===== src/rtl/spi_reg_bank.sv =====
// spi_reg_bank: SPI mode-0 (MSB first) peripheral exposing NUM_REGS registers
// with write and read-back.
// Frame format: 1 R/W bit (1=write), ADDR_W address bits, DATA_W data bits.
//
// Ports:
//   clk, rst_n  system clock (>= 8x sclk), synchronous active-low reset
//   ncs, sclk   SPI chip select (active low) and clock, both async to clk
//   copi        controller-out peripheral-in serial data, async to clk
//   cipo        controller-in peripheral-out serial data
//   cipo_oe     high only while the bank drives read data
//   regs_flat   all registers, reg i at [i*DATA_W +: DATA_W]
//   wr_stb      one-clk pulse when a register has been written
//   wr_addr     address of that write, valid with wr_stb
//   err_abort   one-clk pulse when ncs rises before the frame is complete
module spi_reg_bank #(
  parameter int ADDR_W      = 7,
  parameter int DATA_W      = 8,
  parameter int NUM_REGS    = 5,
  parameter int SYNC_STAGES = 2,
  parameter logic [NUM_REGS*DATA_W-1:0] RESET_VALS = '0
) (
  input  logic                         clk,
  input  logic                         rst_n,
  input  logic                         ncs,
  input  logic                         sclk,
  input  logic                         copi,
  output logic                         cipo,
  output logic                         cipo_oe,
  output logic [NUM_REGS*DATA_W-1:0]   regs_flat,
  output logic                         wr_stb,
  output logic [ADDR_W-1:0]            wr_addr,
  output logic                         err_abort
);

  localparam int CMD_W    = 1 + ADDR_W;
  localparam int MAX_BITS = (CMD_W > DATA_W) ? CMD_W : DATA_W;
  localparam int CNT_W    = $clog2(MAX_BITS);

  typedef enum logic [2:0] {
    IDLE   = 3'd0,
    CMD    = 3'd1,
    DATA   = 3'd2,
    COMMIT = 3'd3,
    DONE   = 3'd4
  } state_t;

  state_t state, state_next;

  // Synchronisers. sclk and ncs carry one extra flop so the last two synced
  // samples can be compared for edge detection.
  logic [SYNC_STAGES:0]   sclk_sr, ncs_sr;
  logic [SYNC_STAGES-1:0] copi_sr;

  always_ff @(posedge clk) begin
    if (!rst_n) begin
      sclk_sr <= '0;
      ncs_sr  <= '0;
      copi_sr <= '0;
    end else begin
      sclk_sr <= {sclk_sr[SYNC_STAGES-1:0], sclk};
      ncs_sr  <= {ncs_sr[SYNC_STAGES-1:0], ncs};
      copi_sr <= {copi_sr[SYNC_STAGES-2:0], copi};
    end
  end

  logic copi_s, sclk_rise, sclk_fall, ncs_rise, ncs_fall;
  assign copi_s    = copi_sr[SYNC_STAGES-1];
  assign sclk_rise =  sclk_sr[SYNC_STAGES-1] & ~sclk_sr[SYNC_STAGES];
  assign sclk_fall = ~sclk_sr[SYNC_STAGES-1] &  sclk_sr[SYNC_STAGES];
  assign ncs_rise  =  ncs_sr[SYNC_STAGES-1]  & ~ncs_sr[SYNC_STAGES];
  assign ncs_fall  = ~ncs_sr[SYNC_STAGES-1]  &  ncs_sr[SYNC_STAGES];

  // Datapath state
  logic [DATA_W-1:0] regs [NUM_REGS];
  logic [CNT_W-1:0]  bit_cnt;
  logic [ADDR_W-1:0] cmd_sr;     // the R/W bit only matters once complete
  logic [DATA_W-1:0] data_sr;
  logic [DATA_W-1:0] rd_shift;
  logic              rw;
  logic [ADDR_W-1:0] addr;

  logic [CMD_W-1:0]  cmd_next;
  logic [DATA_W-1:0] data_next;
  logic              addr_ok;
  assign cmd_next  = {cmd_sr, copi_s};
  assign data_next = {data_sr[DATA_W-2:0], copi_s};
  assign addr_ok   = (32'(addr) < NUM_REGS);

  // Unimplemented addresses read as zero.
  function automatic logic [DATA_W-1:0] read_reg(input logic [ADDR_W-1:0] a);
    logic [DATA_W-1:0] r;
    r = '0;
    for (int i = 0; i < NUM_REGS; i++)
      if (32'(a) == i) r = regs[i];
    return r;
  endfunction

  // Next-state and control decode
  logic cmd_shift, cmd_last, data_shift, abort, commit;

  always_comb begin
    state_next = state;
    cmd_shift  = 1'b0;
    cmd_last   = 1'b0;
    data_shift = 1'b0;
    abort      = 1'b0;
    commit     = 1'b0;
    case (state)
      IDLE: if (ncs_fall) state_next = CMD;
      CMD: begin
        // Abort is checked first so it wins over a coincident sclk rise.
        if (ncs_rise) begin
          abort      = 1'b1;
          state_next = IDLE;
        end else if (sclk_rise) begin
          cmd_shift = 1'b1;
          if (bit_cnt == CNT_W'(ADDR_W)) begin
            cmd_last   = 1'b1;
            state_next = DATA;
          end
        end
      end
      DATA: begin
        if (ncs_rise) begin
          abort      = 1'b1;
          state_next = IDLE;
        end else if (sclk_rise) begin
          data_shift = 1'b1;
          if (bit_cnt == CNT_W'(DATA_W - 1)) state_next = COMMIT;
        end
      end
      COMMIT: begin
        commit = 1'b1;
        // A ncs rise landing in this single cycle must not strand us in DONE.
        state_next = ncs_rise ? IDLE : DONE;
      end
      DONE:    if (ncs_rise) state_next = IDLE;
      default: state_next = IDLE;
    endcase
  end

  always_ff @(posedge clk) begin
    if (!rst_n) state <= IDLE;
    else        state <= state_next;
  end

  always_ff @(posedge clk) begin
    if (!rst_n) begin
      bit_cnt   <= '0;
      cmd_sr    <= '0;
      data_sr   <= '0;
      rd_shift  <= '0;
      rw        <= 1'b0;
      addr      <= '0;
      cipo      <= 1'b0;
      wr_stb    <= 1'b0;
      wr_addr   <= '0;
      err_abort <= 1'b0;
      for (int i = 0; i < NUM_REGS; i++) regs[i] <= RESET_VALS[i*DATA_W +: DATA_W];
    end else begin
      wr_stb    <= 1'b0;
      err_abort <= abort;
      if (state == IDLE) begin
        bit_cnt <= '0;
        cmd_sr  <= '0;
        data_sr <= '0;
        cipo    <= 1'b0;
      end
      if (cmd_shift) begin
        cmd_sr  <= cmd_next[ADDR_W-1:0];
        bit_cnt <= cmd_last ? '0 : bit_cnt + 1'b1;
        if (cmd_last) begin
          rw       <= cmd_next[CMD_W-1];
          addr     <= cmd_next[ADDR_W-1:0];
          rd_shift <= read_reg(cmd_next[ADDR_W-1:0]);
        end
      end
      if (data_shift) begin
        data_sr <= data_next;
        bit_cnt <= bit_cnt + 1'b1;
      end
      // Driving on falls puts the data MSB on cipo before the first DATA rise.
      if (state == DATA && !rw && sclk_fall) begin
        cipo     <= rd_shift[DATA_W-1];
        rd_shift <= {rd_shift[DATA_W-2:0], 1'b0};
      end
      if (commit && rw && addr_ok) begin
        for (int i = 0; i < NUM_REGS; i++)
          if (32'(addr) == i) regs[i] <= data_sr;
        wr_stb  <= 1'b1;
        wr_addr <= addr;
      end
    end
  end

  assign cipo_oe = (state == DATA) && !rw;

  for (genvar g = 0; g < NUM_REGS; g++) begin : g_flat
    assign regs_flat[g*DATA_W +: DATA_W] = regs[g];
  end

endmodule


===== config.mk =====
export PLATFORM = sky130hd
export DESIGN_NAME = spi_reg_bank
export DESIGN_NICKNAME = d
export VERILOG_FILES = /design/src/rtl/spi_reg_bank.sv
export SDC_FILE = /design/constraint.sdc
export NUM_CORES = 1
export LEC_CHECK = 0
export CAP_MARGIN = 0
export CELL_PAD_IN_SITES_DETAIL_PLACEMENT = 0
export CELL_PAD_IN_SITES_GLOBAL_PLACEMENT = 2
export CORE_AREA = 2 2 115 117
export CTS_BUF_LIST = sky130_fd_sc_hd__clkbuf_4 sky130_fd_sc_hd__clkbuf_8 sky130_fd_sc_hd__clkbuf_16
export DETAILED_ROUTE_END_ITERATION = 10
export DIE_AREA = 0 0 117 119
export GPL_ROUTABILITY_DRIVEN = 0
export GPL_TIMING_DRIVEN = 0
export HOLD_SLACK_MARGIN = 0.08
export PLACE_DENSITY = 0.76
export SLEW_MARGIN = 20
export SYNTH_ARGS = -nofsm -noshare
export SYNTH_HDL_FRONTEND = slang
export SYNTH_SLANG_ARGS = --single-unit

===== constraint.sdc =====
create_clock -name clk -period 3.4 [get_ports clk]
set_clock_uncertainty 0.05 [all_clocks]
set_input_delay 0.68 -clock clk [delete_from_list [all_inputs] [get_ports clk]]
set_output_delay 0.68 -clock clk [all_outputs]
set_load 0.02 [all_outputs]

==> results of run 1 <==
## Yosys cell counts, types with 9 or more instances
master    instances  share of area
dfxtp_1          55           0.28
edfxtp_1         40           0.30
nand2_1          36          0.034
nand3_1          21          0.026
nor3_1           17          0.021
mux2i_1          16          0.040
clkbuf_1         15          0.014
and3_1           13          0.020
a21boi_0         12          0.023
nand2b_1         12          0.019
buf_2            10          0.013
nand3b_1         10          0.019
nor2b_1          10          0.016
and2_1            9          0.014
## per-stage QoR
step | cell area (µm²) | hold slack, ns | utilization | power, W
finish | 5110 | 0.389 | 0.397 | 0.00250
global route | 5110 | 0.405 | 0.397 | 0.00257
CTS | 5110 | 0.392 | 0.397 | 0.00251
detailed placement | 4790 | 0.376 | 0.372 | 0.00142
global placement | 4750 | 0.372 | 0.369 | 0.00142
floorplan | 3980 | 0.362 | - | 0.00134
## layer usage
metal  wire (µm)  vias to the layer above  track usage  part of all wire
met5           0                        -            0                 0
met1        5180                     1490        0.223              0.47
li1            -                     1475            -                 -
met3         409                       17       0.0244             0.037
met4         217                        0       0.0779             0.020
met2        5220                       70        0.257              0.47
## logic make-up after synthesis
| family | share of synthesized area |
|---|---|
| AO/OA/AOI/OAI | 0.126 |
| adder cells (fa/ha/maj) | 0.00629 |
| buffers and inverters | 0.0362 |
| flip-flops | 0.578 |
| multiplexers | 0.0402 |
| AND/OR/NAND/NOR | 0.213 |
## worst max-delay path by stage
stage | start | endpoint | cells after the start
floorplan | addr[5]$_SDFFE_PN0P_ | regs[0][0]$_DFFE_PP_ | 4
global placement | addr[5]$_SDFFE_PN0P_ | regs[0][1]$_DFFE_PP_ | 4
detailed placement | addr[5]$_SDFFE_PN0P_ | regs[0][1]$_DFFE_PP_ | 5
CTS | addr[5]$_SDFFE_PN0P_ | regs[0][1]$_DFFE_PP_ | 5
global route | addr[5]$_SDFFE_PN0P_ | regs[0][1]$_DFFE_PP_ | 5
finish | addr[5]$_SDFFE_PN0P_ | regs[0][1]$_DFFE_PP_ | 5
## critical path, cell delays in order, from the launching register on
cell,delay (ns)
dfxtp_1,0.31
or4_1,0.59
or3_1,0.38
buf_2,0.20
o31ai_2,0.59
buf_4,0.27
## flip-flops by register name, indices dropped and copies added, names as in the netlist, 2 cells and up
name,cells
regs,40
data_sr,8
rd_shift,8
addr,7
cmd_sr,7
wr_addr,7
bit_cnt,3
ncs_sr,3
sclk_sr,3
state,3
copi_sr,2
## power breakdown
group	total [W]	internal [W]	switching [W]
Sequential	0.00123	0.00121	0.0000184
Combinational	0.000164	0.0000704	0.0000937
Clock	0.00110	0.000646	0.000453
## cell type report
cell class                      count  area (µm²)
Buffer                             28         125
Clock buffer                        9         225
Clock inverter                      7        95.1
Fill cell                        1250        7760
Inverter                            5        18.8
Multi-Input combinational cell    232        1560
Sequential cell                    95        2300
Tap cell                          176         220
Timing Repair Buffer               58         571
==> flow_metrics.env, run 1 <==
export IMPL_end_kind="flop"
export IMPL_synth_warnings=0
export IMPL_grt_max_degree=17
export IMPL_cp_arrival_ns=2.70
export IMPL_ant_nets=0
export IMPL_min_path_cells=1
export IMPL_synth_nets=367
export IMPL_cp_max_fo=9
export IMPL_rsz0062_at_grt="no"
export IMPL_p_leak_nw=1.73
export IMPL_antenna_found_initial=0
export IMPL_grt_remaining_overflow=0
export IMPL_syn2layout_area_growth_pct=28.5
export IMPL_synthCells=360
export IMPL_ir_drop_mv=0.223
export IMPL_routed_wl_um=11000
export IMPL_cts_tree="built"
export IMPL_hold_class="flop to flop"
export IMPL_synth_seq_cells=95
export IMPL_tightest_slew_ns=1.05
export IMPL_worstHoldStart="sclk_sr[0]$_SDFF_PN0_"
export IMPL_regToRegEndpoint="regs[0][1]$_DFFE_PP_"
export IMPL_numClockSinks=95
export IMPL_drive_above_1_share=0.0899
export IMPL_dp_hpwl_um=8040
export IMPL_seq_area_frac_synth=0.578
export IMPL_slew_viol_final=0
export IMPL_drc=0
export IMPL_setup_viol=0
export IMPL_die_area_mm2=0.0139
export IMPL_place_ws_ns=0.691
export IMPL_grt_pass1_vias=3003
export IMPL_routedWlPerCell_um=18.1
export IMPL_hold_violations=0
export IMPL_slew_headroom=0.301
export IMPL_coreArea_mm2=0.0129
export IMPL_tns_ns=0
export IMPL_rows=42
export IMPL_start_util=0.309
export IMPL_insertion_delay_ns=0.35
export IMPL_syn_cell_area_mm2=0.00398
export IMPL_nNetsFinal=436
export IMPL_cts_root_buf="clkbuf_16"
export IMPL_powerDensity_mw_per_mm2=488
export IMPL_r2r_cells=5
export IMPL_ios=56
export IMPL_ctsResizeCount=0
export IMPL_drv_cap=0
export IMPL_via_per_inst=5.00
export IMPL_port_buffers=55
export IMPL_setup_ws_ns=0.719
export IMPL_final_cells=610
export IMPL_vias=3052
export IMPL_dp_cells=594
export IMPL_synth_edf_count=40
export IMPL_fin_crit_sh=0.788
export IMPL_numCtsBuffers=9
export IMPL_rrSetupSlack_ns=0.72
export IMPL_hold_buffers=0
export IMPL_synth_avg_cell_area_um2=11.1
export IMPL_cp_required_ns=3.41
export IMPL_mostFrequentLayoutCells="dfxtp_1 (55), clkdlybuf4s50_1 (55), edfxtp_1 (40)"
export IMPL_r2r_start="addr[5]$_SDFFE_PN0P_"
export IMPL_synthArstFlopShare=0
export IMPL_path_clk_slew_ns=0.07
export IMPL_grt_pass1_wl_um=17000
export IMPL_status="finished clean"
export IMPL_die_h_um=119
export IMPL_synthFlopType="dfxtp_1"
export IMPL_grt_util_all_layers=0.165
export IMPL_h_tree_depth=3
export IMPL_hold_end="sclk_sr[1]$_SDFF_PN0_"
export IMPL_cts_setup_buffers=0
export IMPL_synth_cell_types=44
export IMPL_fmax_mhz=373
export IMPL_worstSetupStartpointType="flop"
export IMPL_die_x_um=117
export IMPL_worstSetupPathType="flop to flop"
export IMPL_fin_crit_ns=2.68
export IMPL_first_iter_violations=188
export IMPL_firstDrtPassIters=4
export IMPL_clk_path_buf_depth=2
export IMPL_insertedDiodeCount=0
Note: power is estimated with default switching activity, not from simulation.
==> run 2: changes to the inputs <==
==> constraint.sdc (replaced) <==
create_clock -name clk -period 2.6 [get_ports clk]
set_clock_uncertainty 0.05 [all_clocks]
set_input_delay 0.52 -clock clk [delete_from_list [all_inputs] [get_ports clk]]
set_output_delay 0.52 -clock clk [all_outputs]
set_load 0.02 [all_outputs]
==> run 2 against run 1 <==
Sequential share of layout area down 0.22 points. Combinational power up 32%. Final area up 0.49%. Critical path type unchanged. Largest power group unchanged.
==> flow_metrics.env, run 2 (synthesis gave the netlist of run 1 again) <==
export IMPL_cts_setup_buffers=0
export IMPL_drv_cap=0
export IMPL_cts_root_buf="clkbuf_16"
export IMPL_grt_pass1_vias=3003
export IMPL_antenna_found_initial=0
export IMPL_slew_headroom=0.267
export IMPL_start_util=0.309
export IMPL_grt_util_all_layers=0.165
export IMPL_status="finished clean"
export IMPL_clk_path_buf_depth=2
export IMPL_coreArea_mm2=0.0129
export IMPL_rsz0062_at_grt="no"
export IMPL_insertedDiodeCount=0
export IMPL_ir_drop_mv=0.293
export IMPL_grt_pass1_wl_um=17000
export IMPL_cts_tree="built"
export IMPL_vias=3051
export IMPL_placed_area_mm2=0.00479
export IMPL_port_buffers=55
export IMPL_gr_usage_met3=0.0244
export IMPL_dp_hpwl_um=8040
export IMPL_p_seq_frac=0.494
export IMPL_busiest_layer="met2"
export IMPL_tightest_slew_ns=1.10
export IMPL_drive_above_1_share=0.0945
export IMPL_pwr_share_comb=0.066
export IMPL_grt_max_degree=17
export IMPL_first_iter_violations=195
export IMPL_ios=56
export IMPL_fin_crit_sh=0.943
export IMPL_regMostFlops="regs"
export IMPL_hold_class="flop to flop"
export IMPL_r2r_cells=5
export IMPL_slew_viol_final=0
export IMPL_worstSetupStartpointType="flop"
export IMPL_hold_buffers=0
export IMPL_p_int_w=0.00253
export IMPL_p_sw_frac=0.226
export IMPL_p_switching_w=0.000738
export IMPL_setup_viol=0
export IMPL_ant_nets=0
export IMPL_fin_crit_ns=2.45
export IMPL_nNetsFinal=436
export IMPL_drc=0
export IMPL_clkPwrFrac=0.440
export IMPL_cp_required_ns=2.62
export IMPL_rows=42
export IMPL_grt_remaining_overflow=0
export IMPL_fmax_mhz=408
export IMPL_worstSetupPathType="flop to flop"
export IMPL_die_x_um=117
export IMPL_powerDensity_mw_per_mm2=635
export IMPL_design_area_mm2=0.00514
export IMPL_power_total_w=0.00326
export IMPL_mostFrequentLayoutCells="dfxtp_1 (55), clkdlybuf4s50_1 (55), edfxtp_1 (40)"
export IMPL_syn2layout_area_growth_pct=29.1
export IMPL_cp_arrival_ns=2.47
export IMPL_h_tree_depth=3
export IMPL_p_leak_nw=1.74
export IMPL_path_clk_slew_ns=0.06
export IMPL_numClockSinks=95
export IMPL_insertion_delay_ns=0.35
export IMPL_cp_max_fo=9
export IMPL_grt_use_met2=0.257
export IMPL_firstDrtPassIters=4
export IMPL_via_per_inst=5.00
export IMPL_die_h_um=119
export IMPL_end_kind="flop"
export IMPL_reg_largest_list="regs: 40 flops, data_sr: 8 flops, rd_shift: 8 flops"
export IMPL_min_path_cells=1
export IMPL_die_area_mm2=0.0139
export IMPL_routed_wl_um=11000
export IMPL_met1_usage=0.223
export IMPL_routedWlPerCell_um=18.1
export IMPL_hold_violations=0
export IMPL_numCtsBuffers=9
export IMPL_largest_reg_flops=40
run 2: cell counts in the layout (fill, tap and decap cells not counted):
No cell type changed its count.
run 2: critical path, stage by stage (launching register included):
cell,delay (ns)
dfxtp_1,0.31
or4_1,0.58
or3_1,0.38
buf_2,0.21
o31ai_4,0.39
buf_4,0.24
run 2: what timing repair did:
item	CTS	global route
pin swaps	0	1
endpoints found under the setup margin	6	11
endpoints found under the hold margin	0	0
gates resized for setup	3	1
gates cloned	0	0
run 2: cell type report:
cell class,count,area (µm²)
fillers,1244,7740
flip-flops and latches,95,2300
multi-input cells,232,1580
repair buffers,58,571
clock buffers,9,225
well taps,176,220
plain buffers,28,125
clock inverters,7,95.1
inverters,5,18.8
run 2: power groups by stage:
stage / combinational (W) / clock [W] / sequential (W)
CTS: 0.000218 / 0.00145 / 0.00161
global placement: 0.000214 / 0 / 0.00165
global route: 0.000232 / 0.00151 / 0.00162
finish: 0.000217 / 0.00144 / 0.00161
floorplan: 0.0000697 / 0 / 0.00168
detailed placement: 0.000216 / 0 / 0.00165
run 2: final timing paths:
check | startpoint | end | slack, ns
setup / recovery | addr[5]$_SDFFE_PN0P_ | regs[0][1]$_DFFE_PP_ | 0.15
hold / removal | sclk_sr[0]$_SDFF_PN0_ | sclk_sr[1]$_SDFF_PN0_ | 0.39
setup reg to reg | addr[5]$_SDFFE_PN0P_ | regs[0][1]$_DFFE_PP_ | 0.15
hold reg to reg | sclk_sr[0]$_SDFF_PN0_ | sclk_sr[1]$_SDFF_PN0_ | 0.39
run 2: routing by layer:
metal / vias up / routed length [µm]
met5: - / 0
met4: 0 / 217
met3: 17 / 383
met2: 64 / 5250
met1: 1496 / 5190
li1: 1474 / -
run 2: through the flow:
step,cells,setup TNS (ns),hold slack [ns],setup slack [ns],utilization
3_5_place_dp,594,-0.437,0.376,-0.109,0.372
4_1_cts,610,0,0.392,0.0528,0.399
3_3_place_gp,591,-14.02,0.372,-0.729,0.369
6_report,610,0,0.389,0.148,0.399
5_1_grt,610,0,0.405,0.0350,0.399
2_1_floorplan,360,0,0.362,0.0893,-
==> run 3: changes to the inputs <==
--- a/config.mk
+++ b/config.mk
@@ -5,17 +5,16 @@
 export SDC_FILE = /design/constraint.sdc
 export NUM_CORES = 1
 export LEC_CHECK = 0
-export CAP_MARGIN = 0
 export CELL_PAD_IN_SITES_DETAIL_PLACEMENT = 0
 export CELL_PAD_IN_SITES_GLOBAL_PLACEMENT = 2
-export CORE_AREA = 2 2 115 117
+export CORE_AREA = 2 2 110 112
 export CTS_BUF_LIST = sky130_fd_sc_hd__clkbuf_4 sky130_fd_sc_hd__clkbuf_8 sky130_fd_sc_hd__clkbuf_16
 export DETAILED_ROUTE_END_ITERATION = 10
-export DIE_AREA = 0 0 117 119
+export DIE_AREA = 0 0 112 114
 export GPL_ROUTABILITY_DRIVEN = 0
 export GPL_TIMING_DRIVEN = 0
 export HOLD_SLACK_MARGIN = 0.08
-export PLACE_DENSITY = 0.76
+export PLACE_DENSITY = 0.82
 export SLEW_MARGIN = 20
 export SYNTH_ARGS = -nofsm -noshare
 export SYNTH_HDL_FRONTEND = slang
==> run 3 against run 2 <==
Clock power fell by 6%. Count of clock-buffer cells in the layout rose by 2. Sequential power hardly changed. Combinational power hardly changed. Critical path depth unchanged. Sequential share of layout area rose by 0.40 points. Setup slack got worse by 0.019 ns. Worst hold slack lost 0.0072 ns. Die area fell by 8.3%. First-iteration DRC count is 16% lower. Wire length shrank 4.2%. Total power down 2.2%. Critical path type unchanged. Highest routed layer unchanged.
==> flow_metrics.env, run 3 (synthesis gave the netlist of run 1 again) <==
export IMPL_die_area_mm2=0.0128
export IMPL_cts_tree="built"
export IMPL_first_iter_violations=164
export IMPL_vias=3020
export IMPL_cp_arrival_ns=2.47
export IMPL_clk_path_buf_depth=2
export IMPL_insertedDiodeCount=0
export IMPL_nNetsFinal=437
export IMPL_antenna_found_initial=0
export IMPL_die_h_um=114
export IMPL_critPathMaxStageDelay_ns=0.57
export IMPL_coreArea_mm2=0.0117
export IMPL_end_kind="flop"
export IMPL_drc=0
export IMPL_dp_cells=566
export IMPL_slowest_stage="or4_1"
export IMPL_reg_largest_list="regs: 40 flops, data_sr: 8 flops, rd_shift: 8 flops"
export IMPL_final_cells=582
export IMPL_design_area_mm2=0.00509
export IMPL_cp_required_ns=2.60
export IMPL_fmax_mhz=405
export IMPL_path_cells="or4_1 > or3_1 > buf_2 > o31ai_4 > buf_4"
export IMPL_numCtsBuffers=9
export IMPL_ir_drop_mv=0.329
export IMPL_rows=40
export IMPL_fin_crit_sh=0.950
export IMPL_cts_root_buf="clkbuf_16"
export IMPL_largest_reg_flops=40
export IMPL_worstSetupPathType="flop to flop"
export IMPL_via_per_inst=5.19
export IMPL_routed_wl_um=10600
export IMPL_status="finished clean"
export IMPL_path_clk_slew_ns=0.07
export IMPL_grt_pass1_wl_um=16600
export IMPL_grt_pass1_vias=2919
export IMPL_powerDensity_mw_per_mm2=627
export IMPL_h_tree_depth=3
export IMPL_ios=56
export IMPL_slew_headroom=0.294
export IMPL_numClockSinks=95
export IMPL_dp_hpwl_um=7710
export IMPL_cts_setup_buffers=0
export IMPL_insertion_delay_ns=0.34
export IMPL_worstSetupStartpointType="flop"
export IMPL_hold_violations=0
export IMPL_slew_viol_final=0
export IMPL_cp_max_fo=9
export IMPL_hold_class="flop to flop"
export IMPL_setup_viol=0
export IMPL_hold_slack_ns=0.382
export IMPL_firstDrtPassIters=5
export IMPL_start_util=0.340
export IMPL_drive_above_1_share=0.0966
export IMPL_setup_ws_ns=0.129
export IMPL_cp_top_family="simple AND/OR/NAND/NOR gates"
export IMPL_power_total_w=0.00319
export IMPL_ant_nets=0
export IMPL_regMostFlops="regs"
export IMPL_syn2layout_area_growth_pct=28.0
export IMPL_cp_depth=5
export IMPL_port_buffers=55
export IMPL_placed_area_mm2=0.00476
export IMPL_mostFrequentLayoutCells="dfxtp_1 (55), clkdlybuf4s50_1 (55), edfxtp_1 (40)"
export IMPL_r2r_cells=5
export IMPL_die_x_um=112
export IMPL_drv_cap=0
export IMPL_fin_crit_ns=2.47
export IMPL_min_path_cells=1
export IMPL_p_leak_nw=1.74
export IMPL_grt_max_degree=16
export IMPL_routedWlPerCell_um=18.2
export IMPL_rsz0062_at_grt="no"
export IMPL_grt_remaining_overflow=0
export IMPL_grt_util_all_layers=0.170
export IMPL_place_ws_ns=-0.0422
export IMPL_crit_buf_inv=2
export IMPL_tightest_slew_ns=1.06
==> run 3: worst paths after layout <==
check / start / end / slack, ns
worst max-delay path: addr[5]$_SDFFE_PN0P_ / regs[0][4]$_DFFE_PP_ / 0.13
worst min register to register: sclk_sr[0]$_SDFF_PN0_ / sclk_sr[1]$_SDFF_PN0_ / 0.38
worst max register to register: addr[5]$_SDFFE_PN0P_ / regs[0][4]$_DFFE_PP_ / 0.13
worst min-delay path: sclk_sr[0]$_SDFF_PN0_ / sclk_sr[1]$_SDFF_PN0_ / 0.38
==> run 3: power breakdown <==
part / switching (W) / internal (W) / total (W)
Combinational: 0.000123 / 0.0000938 / 0.000216
Sequential: 0.0000225 / 0.00159 / 0.00161
Clock: 0.000553 / 0.000811 / 0.00136
Total: 0.000698 / 0.00249 / 0.00319
==> run 3: worst reg2reg max path, delay by kind of cell (launching register included) <==
kind | cells | cell delay [ns]
AOI/OAI and AO/OA | 1 | 0.42
DFF | 1 | 0.31
and+or+nand+nor | 2 | 0.95
buffers and inverters | 2 | 0.45
==> run 3: through the flow <==
stage	setup TNS (ns)	utilization
6_report	0	0.435
5_1_grt	0	0.435
4_1_cts	0	0.434
3_5_place_dp	-0.168	0.407
3_3_place_gp	-14.40	0.403
2_1_floorplan	0	-
==> run 3: layout make-up <==
class,count,area (µm²)
Buffer,28,125
Timing Repair Buffer,59,578
Clock inverter,5,55.1
Multi-Input combinational cell,232,1570
Clock buffer,11,258
Fill cell,1146,6620
Sequential cell,95,2300
Tap cell,147,184
Inverter,5,18.8
==> run 3: what timing repair did <==
action                                  4_1_cts  5_1_grt
gates cloned                                  0        0
endpoints found under the setup margin        4       12
gates resized for setup                       1        2
hold buffers                                  0        0
==> run 3: layer usage <==
layer  global-route usage  part of all wire
met4               0.0528             0.011
met1                0.229              0.47
met2                0.279              0.48
met3               0.0329             0.038
met5                    0                 0
